**config.mk**
```make
export PLATFORM = sky130hd
export DESIGN_NAME = line_clear
export DESIGN_NICKNAME = d
export VERILOG_FILES = /design/src/rtl/tetris_pkg.sv /design/src/rtl/line_clear.sv
export SDC_FILE = /design/constraint.sdc
export NUM_CORES = 1
export LEC_CHECK = 0
export BUFFER_PORTS_ARGS = -buffer_cell sky130_fd_sc_hd__buf_2
export CAP_MARGIN = 20
export CORE_ASPECT_RATIO = 1.1
export CORE_UTILIZATION = 30
export DETAILED_ROUTE_END_ITERATION = 10
export GPL_TIMING_DRIVEN = 1
export PLACE_DENSITY = 0.52
export SKIP_LAST_GASP = 1
export SLEW_MARGIN = 20
export SYNTH_ARGS = -nofsm -noshare
export SYNTH_HDL_FRONTEND = slang
export SYNTH_SLANG_ARGS = --single-unit
```
**constraint.sdc**
```tcl
create_clock -name clk_in -period 3 [get_ports clk_in]
set_input_delay 0.45 -clock clk_in [delete_from_list [all_inputs] [get_ports clk_in]]
set_output_delay 0.45 -clock clk_in [all_outputs]
set_load 0.01 [all_outputs]
```
**src/rtl/tetris_pkg.sv**
```systemverilog
// Shared Tetris board definitions: geometry, row type and the line-clear state
// encoding exposed to debug/HUD logic.
package tetris_pkg;

  localparam int BOARD_W = 10;
  localparam int BOARD_H = 20;

  typedef logic [BOARD_W-1:0] row_t;

  typedef enum logic [2:0] {
    LC_IDLE = 3'd0,
    LC_READ = 3'd1,
    LC_EVAL = 3'd2,
    LC_FILL = 3'd3,
    LC_DONE = 3'd4
  } line_clear_state_t;

endpackage

```
**src/rtl/line_clear.sv**
```systemverilog
// Post-lock board compaction: scans rows bottom-up, drops full rows, shifts the
// rest down, zero-fills the vacated top rows and reports the cleared-row count.
module line_clear #(
  parameter int BOARD_W = tetris_pkg::BOARD_W,
  parameter int BOARD_H = tetris_pkg::BOARD_H
) (
  input  logic               clk_in,
  input  logic               rst_n_in,
  input  logic               start,
  output logic [4:0]         row_rd_addr,
  input  logic [BOARD_W-1:0] row_rd_data,
  output logic               row_wr_en,
  output logic [4:0]         row_wr_addr,
  output logic [BOARD_W-1:0] row_wr_data,
  output logic               busy,
  output logic               done,
  output logic [2:0]         rows_cleared
);
  import tetris_pkg::*;

  localparam logic [2:0] S_IDLE = LC_IDLE;
  localparam logic [2:0] S_READ = LC_READ;
  localparam logic [2:0] S_EVAL = LC_EVAL;
  localparam logic [2:0] S_FILL = LC_FILL;
  localparam logic [2:0] S_DONE = LC_DONE;

  localparam logic [4:0] LAST_ROW = 5'(BOARD_H - 1);

  logic [2:0]         state_r, state_nx;
  logic [4:0]         r_r, r_nx;          // row being read
  logic [4:0]         w_r, w_nx;          // next destination row
  logic [2:0]         n_r, n_nx;          // full rows found so far
  logic [2:0]         k_r, k_nx;          // zero-fill writes issued
  logic [2:0]         n_inc, n_eval;
  logic               row_full;

  logic [4:0]         rd_addr_r, rd_addr_nx;
  logic               wr_en_r, wr_en_nx;
  logic [4:0]         wr_addr_r, wr_addr_nx;
  logic [BOARD_W-1:0] wr_data_r, wr_data_nx;
  logic               busy_r, busy_nx;
  logic               done_r, done_nx;
  logic [2:0]         rows_r, rows_nx;

  // Next-state and next-output decode; every output is computed one cycle
  // ahead so that it can be driven straight from a flop.
  always_comb begin
    state_nx   = state_r;
    r_nx       = r_r;
    w_nx       = w_r;
    n_nx       = n_r;
    k_nx       = k_r;
    rd_addr_nx = rd_addr_r;
    wr_en_nx   = 1'b0;
    wr_addr_nx = wr_addr_r;
    wr_data_nx = wr_data_r;
    done_nx    = 1'b0;
    rows_nx    = rows_r;
    row_full   = &row_rd_data;
    n_inc      = (n_r == 3'd7) ? 3'd7 : (n_r + 3'd1);
    n_eval     = n_r;

    case (state_r)
      S_IDLE: begin
        if (start) begin
          state_nx   = S_READ;
          r_nx       = LAST_ROW;
          w_nx       = LAST_ROW;
          n_nx       = 3'd0;
          rd_addr_nx = LAST_ROW;
        end else begin
          state_nx = S_IDLE;
        end
      end
      S_READ: begin
        state_nx = S_EVAL;
      end
      S_EVAL: begin
        if (row_full) begin
          n_eval = n_inc;
          n_nx   = n_inc;
        end else begin
          // A row that has not moved is already in place; skip the write.
          if (w_r != r_r) begin
            wr_en_nx   = 1'b1;
            wr_addr_nx = w_r;
            wr_data_nx = row_rd_data;
          end else begin
            wr_en_nx = 1'b0;
          end
          w_nx = w_r - 5'd1;
        end
        if (r_r == 5'd0) begin
          k_nx = 3'd0;
          if (n_eval != 3'd0) begin
            state_nx = S_FILL;
          end else begin
            state_nx = S_DONE;
            done_nx  = 1'b1;
            rows_nx  = n_eval;
          end
        end else begin
          r_nx       = r_r - 5'd1;
          rd_addr_nx = r_r - 5'd1;
          state_nx   = S_READ;
        end
      end
      S_FILL: begin
        wr_en_nx   = 1'b1;
        wr_addr_nx = w_r;
        wr_data_nx = {BOARD_W{1'b0}};
        w_nx       = w_r - 5'd1;
        k_nx       = k_r + 3'd1;
        if ((k_r + 3'd1) == n_r) begin
          state_nx = S_DONE;
          done_nx  = 1'b1;
          rows_nx  = n_r;
        end else begin
          state_nx = S_FILL;
        end
      end
      S_DONE: begin
        state_nx = S_IDLE;
      end
      default: begin
        state_nx = S_IDLE;
      end
    endcase

    busy_nx = (state_nx != S_IDLE);
  end

  // State, scan pointers and registered outputs.
  always_ff @(posedge clk_in or negedge rst_n_in) begin
    if (!rst_n_in) begin
      state_r   <= S_IDLE;
      r_r       <= 5'd0;
      w_r       <= 5'd0;
      n_r       <= 3'd0;
      k_r       <= 3'd0;
      rd_addr_r <= 5'd0;
      wr_en_r   <= 1'b0;
      wr_addr_r <= 5'd0;
      wr_data_r <= {BOARD_W{1'b0}};
      busy_r    <= 1'b0;
      done_r    <= 1'b0;
      rows_r    <= 3'd0;
    end else begin
      state_r   <= state_nx;
      r_r       <= r_nx;
      w_r       <= w_nx;
      n_r       <= n_nx;
      k_r       <= k_nx;
      rd_addr_r <= rd_addr_nx;
      wr_en_r   <= wr_en_nx;
      wr_addr_r <= wr_addr_nx;
      wr_data_r <= wr_data_nx;
      busy_r    <= busy_nx;
      done_r    <= done_nx;
      rows_r    <= rows_nx;
    end
  end

  assign row_rd_addr  = rd_addr_r;
  assign row_wr_en    = wr_en_r;
  assign row_wr_addr  = wr_addr_r;
  assign row_wr_data  = wr_data_r;
  assign busy         = busy_r;
  assign done         = done_r;
  assign rows_cleared = rows_r;

endmodule

```
==> flow_summary.json, run 1 <==
{
  "status": "complete, no violations",
  "p_seq_share_pct": 39.8,
  "synth_edf_count": 0,
  "clockRootBuffer": "clkbuf_8",
  "ioPinCount": 39,
  "fin_setup_tns_ps": 0,
  "relSlewSlack_pct": 39.59,
  "clkPwrFrac_pct": 19.0,
  "hp-class": "in2async",
  "ys.warnings.count": 0,
  "grt_setup_unrepaired": "no",
  "setup.worst_path.start_class": "register",
  "synth_seq_area_share_pct": 49.63,
  "grt_pass1_vias": 1524,
  "grtUsageMet2_pct": 22.38,
  "grt-ovfl-total": 0,
  "cts_buffers": 5,
  "die_x_um": 80.18,
  "final_common_cell": "dfrtp_1",
  "h-tree-depth": 2,
  "final_cell_mix": "dfrtp_1 (40), buf_2 (38), nand2_1 (34), nor2_1 (20), o21ai_0 (18)",
  "switchingPower_w": 0.0009076,
  "clk_latency_ps": 290,
  "crit_fanout": 5,
  "drtPass1Iterations": 4,
  "met3_usage_pct": 2.813,
  "ir_drop_mv": 0.4060,
  "cp-end-kind": "register",
  "detailedPlace.worstSlack_ps": 819.8,
  "grt.met1_usage_pct": 17.95,
  "cp_slowest_cell": "dfrtp_1",
  "cts_tree": "done",
  "slew_violations": 0,
  "reg2reg_to": "rows_cleared[1]",
  "syn_area_um2": 2017,
  "finalWorstSetupSlack_ps": 842.5,
  "busiest_layer": "met2",
  "fin_util_pct": 37.69,
  "critPathMaxStageDelay_ps": 420,
  "start_util_pct": 31.79,
  "core_region_area_um2": 6344,
  "ys_seq_elements": 40,
  "worst-path-buf-inv": 0,
  "dieArea_um2": 7055,
  "vias": 1614,
  "avgSynthCellArea_um2": 9.791,
  "swShare_pct": 39.60,
  "synthToLayoutAreaGrowth_pct": 18.55,
  "p_leak_nw": 1.101,
  "maxCapViolCount": 0,
  "final_area_um2": 2391,
  "p_int_w": 0.001384,
  "post_cts_buffers": 0,
  "cts_hold_buf": 0,
  "grt_pass1_wl_mm": 7.369,
  "port_buffers": 38,
  "p_comb_share_pct": 41.2,
  "arrival_ps": 2340,
  "reg2reg_depth": 6,
  "clk_pin_slew_ps": 80,
  "grt_max_degree": 41,
  "n_antenna_cell": 0,
  "syn_inst": 206,
  "path_cells": "ha_1, xor3_1, nor3_1, nand2_1, and3_4, mux2_4",
  "hold_viol": 0,
  "setup_viol": 0,
  "layout_min_cycle_time_ps": 2158,
  "drt-total-wl_mm": 4.406,
  "worstMarginPinSlew_ps": 906.1,
  "drc": 0,
  "powerDensity_nw_per_um2": 958.5,
  "required_ps": 3180,
  "holdWs_ps": 287.0,
  "antenna_found_initial": 0,
  "cts.sinks": 40,
  "ys.flop_type": "dfrtp_1",
  "avgViaCountPerCell": 4.936,
  "cpLargestDelayFamily": "simple AND/OR/NAND/NOR gates",
  "routabilityCongestion": 0.7525,
  "drtIter0Drc": 118,
  "rows": 30,
  "r2r_start": "k_r[0]",
  "wire_per_inst_um": 13.47,
  "placed_area_um2": 2283,
  "clockBufferDepth": 2,
  "grtUsageTotal_pct": 13.79,
  "ys_types": 44,
  "fin_crit_sh_pct": 71.92,
  "synth_fp_nets": 224,
  "final_nets": 264,
  "finalClockSkew_ps": 12.10,
  "async_reset_ff_share_pct": 100.0,
  "path_class": "reg2reg",
  "dp_hpwl_mm": 3.189,
  "ant_nets": 0,
  "fp.dieH_um": 88.00,
  "timing.fmax_mhz": 463.5,
  "ff2ff_setup_slack_ps": 840,
  "drive_gt1_share_pct": 24.70,
  "cts_resized": 0
}
## state kept, by name, summed over array words and instances, names as in the netlist
name / flops
k_r: 3
n_r: 3
row_wr_en: 1
w_r: 5
row_rd_addr: 5
busy: 1
state_r: 3
rows_cleared: 3
row_wr_addr: 5
done: 1
row_wr_data: 10
## cell usage after synthesis (2+ instances only)
master / instances / area, um^2
dfrtp_1: 40 / 1001
nand2_1: 34 / 127.6
nor2_1: 20 / 75.07
o21ai_0: 18 / 90.09
a21oi_1: 10 / 50.05
nor3_1: 9 / 45.04
inv_1: 8 / 30.03
xor2_1: 7 / 61.31
ha_1: 5 / 62.56
nand4_1: 5 / 31.28
xnor2_1: 5 / 43.79
clkbuf_1: 4 / 15.01
mux2_2: 4 / 45.04
nand3_1: 3 / 15.01
mux2i_1: 2 / 20.02
nor2b_1: 2 / 12.51
nor4b_1: 2 / 17.52
o31ai_1: 2 / 15.01
## power by group through the flow
| stage | Clock [W] | Sequential (W) | Combinational (W) |
|---|---|---|---|
| 3_3_place_gp | 0 | 0.000921 | 0.000948 |
| 4_1_cts | 0.000450 | 0.000914 | 0.000960 |
| 3_5_place_dp | 0 | 0.000922 | 0.000955 |
| 6_report | 0.000435 | 0.000912 | 0.000944 |
| 2_1_floorplan | 0 | 0.000926 | 0.000657 |
| 5_1_grt | 0.000468 | 0.000941 | 0.00107 |
## layer usage
layer  vias to the layer above  share of wire, %
met3                         8               4.3
met2                        43                45
li1                        787                 -
met5                         -                 0
met4                         0               1.7
met1                       776                49
## cell families (layout without fill, tap and decap cells)
logic type | Yosys count | after routing | share of synthesized area (%)
muxes | 8 | 8 | 4.528
buffers and inverters | 16 | 57 | 3.598
xor gates and xnor gates | 13 | 13 | 6.389
and+or+nand+nor | 86 | 86 | 21.09
AOI/OAI and AO/OA | 38 | 38 | 11.66
adders and majority gates | 5 | 5 | 3.102
DFF | 40 | 40 | 49.63
## stage by stage
step	std cells	power, W
global placement	319	0.001869
finish	327	0.002292
detailed placement	319	0.001877
floorplan	206	0.001583
global route	327	0.002480
CTS	327	0.002324
## cell type report
type                    count  area, um^2
flip-flops and latches     40        1001
fillers                   627        3953
well taps                  80       100.1
clock buffers               6       72.57
inverters                   9       33.78
multi-input cells         150       943.4
clock inverters             2       35.03
repair buffers             40       205.2
## how the worst max path moves through the flow
stage                         startpoint              end  slack, ps  cells past startpoint
final                             k_r[0]  rows_cleared[1]        840                      6
after floorplan           row_rd_addr[0]  rows_cleared[1]       1050                      7
after detailed placement  row_rd_data[8]   row_wr_addr[0]        820                      6
after global routing      row_rd_addr[0]  rows_cleared[1]        700                      7
after CTS                         k_r[0]  rows_cleared[1]        840                      6
after global placement    row_rd_data[8]   row_wr_addr[4]        820                      6
Note: power is estimated with default switching activity, not from simulation.
==> inputs of run 2 (changes only) <==
==> constraint.sdc (replaced) <==
create_clock -name clk_in -period 2.1 [get_ports clk_in]
set_input_delay 0.315 -clock clk_in [delete_from_list [all_inputs] [get_ports clk_in]]
set_output_delay 0.315 -clock clk_in [all_outputs]
set_load 0.01 [all_outputs]
==> run 2 against run 1 <==
Design area up 5.8%. Clock skew fell by 7.6 ps. Highest routed layer unchanged. Count of clock-buffer cells in the layout increased by 1. Cell count is 4.9% higher. Sequential power is 37% higher. Combinational power is 62% higher. Global-route usage increased by 0.50 points. Maximum frequency up 9.2%. Hold slack got worse by 210 ps.
==> flow_summary.json, run 2 (same netlist as run 1, synthesis figures left out) <==
{
  "status": "complete, no violations",
  "fin_setup_tns_ps": 0,
  "grt_pass1_wl_mm": 7.583,
  "clk_latency_ps": 290,
  "reg2reg_depth": 5,
  "vias": 1653,
  "path_class": "reg2reg",
  "clockRootBuffer": "clkbuf_8",
  "final_common_cell": "dfrtp_1",
  "routabilityCongestion": 0.7602,
  "drt-total-wl_mm": 4.536,
  "synthToLayoutAreaGrowth_pct": 25.43,
  "avgViaCountPerCell": 4.819,
  "ant_nets": 0,
  "maxCapViolCount": 0,
  "core_region_area_um2": 6344,
  "final_cell_mix": "dfrtp_1 (40), buf_2 (38), nand2_1 (34), nor2_1 (20)",
  "ir_drop_mv": 0.6015,
  "fill_cells": 645,
  "slew_violations": 0,
  "crit_fanout": 5,
  "layout_min_cycle_time_ps": 1976,
  "clockBufferDepth": 2,
  "grt_setup_unrepaired": "no",
  "drtPass1Iterations": 4,
  "ff2ff_setup_slack_ps": 120,
  "largest_reg_flops": 10,
  "setup.worst_path.start_class": "register",
  "n_antenna_cell": 0,
  "timing.fmax_mhz": 506.1,
  "fp.dieH_um": 88.00,
  "final_nets": 280,
  "total_power_w": 0.003465,
  "setup_viol": 0,
  "antenna_found_initial": 0,
  "finalClockSkew_ps": 4.527,
  "worstMarginPinSlew_ps": 634.0,
  "h-tree-depth": 2,
  "drtIter0Drc": 60,
  "cts_hold_buf": 0,
  "rows": 30,
  "drc": 0,
  "grt-ovfl-total": 0,
  "hold_viol": 0,
  "required_ps": 2280,
  "cts_buffers": 5,
  "wire_per_inst_um": 13.22,
  "die_x_um": 80.18,
  "cp-end-kind": "register",
  "post_cts_buffers": 0,
  "p_leak_nw": 1.189,
  "drive_gt1_share_pct": 29.66,
  "arrival_ps": 2160,
  "r2r_start": "n_r[1]",
  "clk_pin_slew_ps": 80,
  "fin_util_pct": 39.88,
  "port_buffers": 38,
  "fin_crit_sh_pct": 94.09,
  "cts_resized": 0,
  "grt_max_degree": 41,
  "dieArea_um2": 7055,
  "grt_pass1_vias": 1573,
  "hp-class": "in2async",
  "dp_hpwl_mm": 3.331,
  "powerDensity_nw_per_um2": 1370,
  "reg2reg_to": "rows_cleared[1]",
  "cts_tree": "done",
  "relSlewSlack_pct": 57.14,
  "start_util_pct": 31.79,
  "cts.sinks": 40,
  "grtUsageTotal_pct": 14.30,
  "ioPinCount": 39
}
## run 2: where the power goes
| part | internal (W) | leakage [nW] | switching [W] | total (W) |
|---|---|---|---|---|
| sequential | 0.00104 | 0.499 | 0.000213 | 0.00125 |
| combinational | 0.000697 | 0.626 | 0.000830 | 0.00153 |
| clock | 0.000419 | 0.0645 | 0.000270 | 0.000690 |
| total | 0.00215 | 1.19 | 0.00131 | 0.00347 |
## run 2: worst max-delay path by stage
| stage | start | to | slack, ps | depth (start not counted) |
|---|---|---|---|---|
| 3_5_place_dp | k_r[0] | rows_cleared[1] | 150 | 6 |
| 3_3_place_gp | k_r[0] | rows_cleared[1] | 180 | 6 |
| 5_1_grt | row_rd_addr[0] | row_rd_addr[4] | 10 | 9 |
| 4_1_cts | k_r[0] | rows_cleared[1] | 130 | 6 |
| 6_report | n_r[1] | rows_cleared[1] | 120 | 5 |
| 2_1_floorplan | row_rd_addr[0] | rows_cleared[1] | 150 | 7 |
## run 2: area by class of cell
cell class              instances  area, um^2  share of cell area (%)
flip-flops and latches         40        1001                   39.56
repair buffers                 56       325.3                   12.86
clock buffers                   7       96.34                   3.808
multi-input cells             150       943.4                   37.29
inverters                       9       33.78                   1.335
well taps                      80       100.1                   3.956
clock inverters                 1       30.03                   1.187
## run 2: critical path, stage by stage, from the launching register on
cell and delay, ps:
dfrtp_1 440, ha_1 310, nor4b_1 450, nand3_2 150, and3_4 230, mux2_4 290
## run 2: per-layer routing
metal  global-route usage [%]  share of wire, %
met1                    18.52                48
met2                    23.54                46
met3                    3.542               4.6
met4                    4.383               1.0
met5                        0                 0
## run 2: per-stage QoR
stage                     cell area (um^2)  instances  setup slack, ps  hold WS (ps)
final                                 2530        343            124.0         78.70
after floorplan                       2017        206            147.3         19.41
after global placement                2404        335            175.8         419.3
after CTS                             2530        343            128.1         103.5
after global routing                  2530        343            12.30         130.6
after detailed placement              2404        335            146.2         424.0
==> inputs of run 3 (changes only) <==
--- a/config.mk
+++ b/config.mk
@@ -8,10 +8,11 @@
 export BUFFER_PORTS_ARGS = -buffer_cell sky130_fd_sc_hd__buf_2
 export CAP_MARGIN = 20
 export CORE_ASPECT_RATIO = 1.1
-export CORE_UTILIZATION = 30
+export CORE_UTILIZATION = 49
 export DETAILED_ROUTE_END_ITERATION = 10
 export GPL_TIMING_DRIVEN = 1
-export PLACE_DENSITY = 0.52
+export PLACE_DENSITY = 0.75
+export RECOVER_POWER = 25
 export SKIP_LAST_GASP = 1
 export SLEW_MARGIN = 20
 export SYNTH_ARGS = -nofsm -noshare
==> run 3 against run 2 <==
Wire length is 8.0% lower. Hold slack improved by 180 ps. First-iteration DRC count down 23%. Critical path depth unchanged. Design area fell by 1.8%. Setup slack worse by 9.0 ps. Critical endpoint unchanged. Largest power group unchanged. Highest routed layer unchanged.
==> flow_summary.json, run 3 (same netlist as run 1, synthesis figures left out) <==
{
  "dpl.cell_count": 305,
  "path_cells": "ha_1, nor4b_1, nand3_2, and3_4, mux2_4",
  "layout_min_cycle_time_ps": 1985,
  "finalClockSkew_ps": 8.794,
  "routabilityCongestion": 0.9537,
  "drtIter0Drc": 46,
  "r2r_start": "n_r[1]",
  "drt-total-wl_mm": 4.172,
  "ff2ff_setup_slack_ps": 120,
  "clk_pin_slew_ps": 70,
  "hp-class": "in2reg",
  "crit_fanout": 5,
  "drc": 0,
  "critPathMaxStageDelay_ps": 460,
  "synthToLayoutAreaGrowth_pct": 23.20,
  "cp-end-kind": "register",
  "ant_nets": 0,
  "final_cells": 314,
  "grt_pass1_vias": 1565,
  "path_class": "reg2reg",
  "final_nets": 279,
  "dp_hpwl_mm": 3.075,
  "grt_setup_unrepaired": "no",
  "final_cell_mix": "dfrtp_1 (40), buf_2 (37), nand2_1 (34), nor2_1 (20), o21ai_0 (18)",
  "cts.sinks": 40,
  "largest_reg_flops": 10,
  "slew_violations": 0,
  "worst-path-buf-inv": 0,
  "start_util_pct": 50.88,
  "powerDensity_nw_per_um2": 1383,
  "finalWorstSetupSlack_ps": 115.1,
  "final_common_cell": "dfrtp_1",
  "detailedPlace.worstSlack_ps": 127.2,
  "worstMarginPinSlew_ps": 916.3,
  "drive_gt1_share_pct": 28.63,
  "grt-ovfl-total": 0,
  "reg2reg_to": "rows_cleared[1]",
  "drtPass1Iterations": 4,
  "setup_viol": 0,
  "h-tree-depth": 2,
  "wire_per_inst_um": 13.29,
  "ioPinCount": 39,
  "cp_slowest_cell": "nor4b_1",
  "fin_setup_tns_ps": 0,
  "p_leak_nw": 1.177,
  "setup.worst_path.start_class": "register",
  "clockRootBuffer": "clkbuf_8",
  "grt_pass1_wl_mm": 7.141,
  "cts_buffers": 5,
  "reg2reg_depth": 5,
  "status": "complete, no violations",
  "cts_tree": "done",
  "antenna_found_initial": 0,
  "holdWs_ps": 254.8,
  "cpLargestDelayFamily": "simple AND/OR/NAND/NOR gates",
  "grt_max_degree": 21,
  "relSlewSlack_pct": 38.91,
  "n_antenna_cell": 0,
  "vias": 1690,
  "cp-startpoint": "n_r[1]",
  "port_buffers": 38,
  "fin_crit_sh_pct": 94.52,
  "clockBufferDepth": 2,
  "fp.dieH_um": 69.29,
  "crit_cells": 5,
  "hold_viol": 0,
  "post_cts_buffers": 0,
  "arrival_ps": 2160,
  "maxCapViolCount": 0,
  "rows": 24,
  "grtUsageTotal_pct": 20.63,
  "timing.fmax_mhz": 503.8,
  "required_ps": 2280,
  "avgViaCountPerCell": 5.382,
  "core_region_area_um2": 3964,
  "clk_latency_ps": 290,
  "die_x_um": 63.17,
  "dieArea_um2": 4377,
  "ir_drop_mv": 0.8178,
  "crit_end": "rows_cleared[1]"
}
-- run 3: worst reg2reg max path, delay by kind of cell, from the launching register on --
kind	cells	cell delay, ps
adder cells (fa/ha/maj)	1	310
multiplexers	1	290
AND/OR/NAND/NOR	3	840
flip-flops	1	440
-- run 3: power by group --
| group | total [W] | internal [W] | switching (W) |
|---|---|---|---|
| Sequential | 0.00123 | 0.00104 | 0.000192 |
| Combinational | 0.00153 | 0.000675 | 0.000851 |
| Clock | 0.000681 | 0.000419 | 0.000261 |
| Total | 0.00344 | 0.00213 | 0.00130 |
-- run 3: timing repair --
item | CTS | global route
resized for setup | 0 | 1
hold buffers | 1 | 0
setup endpoints to repair | 0 | 1
endpoints found under the hold margin | 16 | 0
-- run 3: stage by stage --
step	util [%]	area (um^2)	power, W
detailed placement	59.38	2354	0.002770
floorplan	-	2017	0.002262
global route	62.69	2485	0.003701
finish	62.69	2485	0.003436
CTS	62.82	2490	0.003455
global placement	59.38	2354	0.002727
-- run 3: how the worst min path moves through the flow --
stage	startpoint	end	slack, ps	cells after the start
6_report	row_rd_data[6]	row_wr_data[6]	250	3
5_1_grt	row_rd_data[6]	row_wr_data[6]	260	3
4_1_cts	row_rd_data[6]	row_wr_data[6]	250	3
3_5_place_dp	rst_n_in	row_wr_data[8]	250	1
3_3_place_gp	rst_n_in	row_wr_data[9]	250	1
2_1_floorplan	rst_n_in	busy	20	0
-- run 3: cell type report --
class	count	area, um^2
fillers	346	1479
flip-flops and latches	40	1001
multi-input cells	150	948.4
repair buffers	55	310.3
clock buffers	7	96.34
well taps	52	65.06
inverters	9	33.78
clock inverters	1	30.03
-- run 3: layer usage --
metal	vias up	wire length (um)	share of wire, %	GRT usage (%)
met5	-	0	0	0
met4	0	42	1.0	7.071
met3	5	216	5.2	4.276
met2	46	1935	46	33.21
met1	817	1978	47	27.64
li1	822	-	-	-
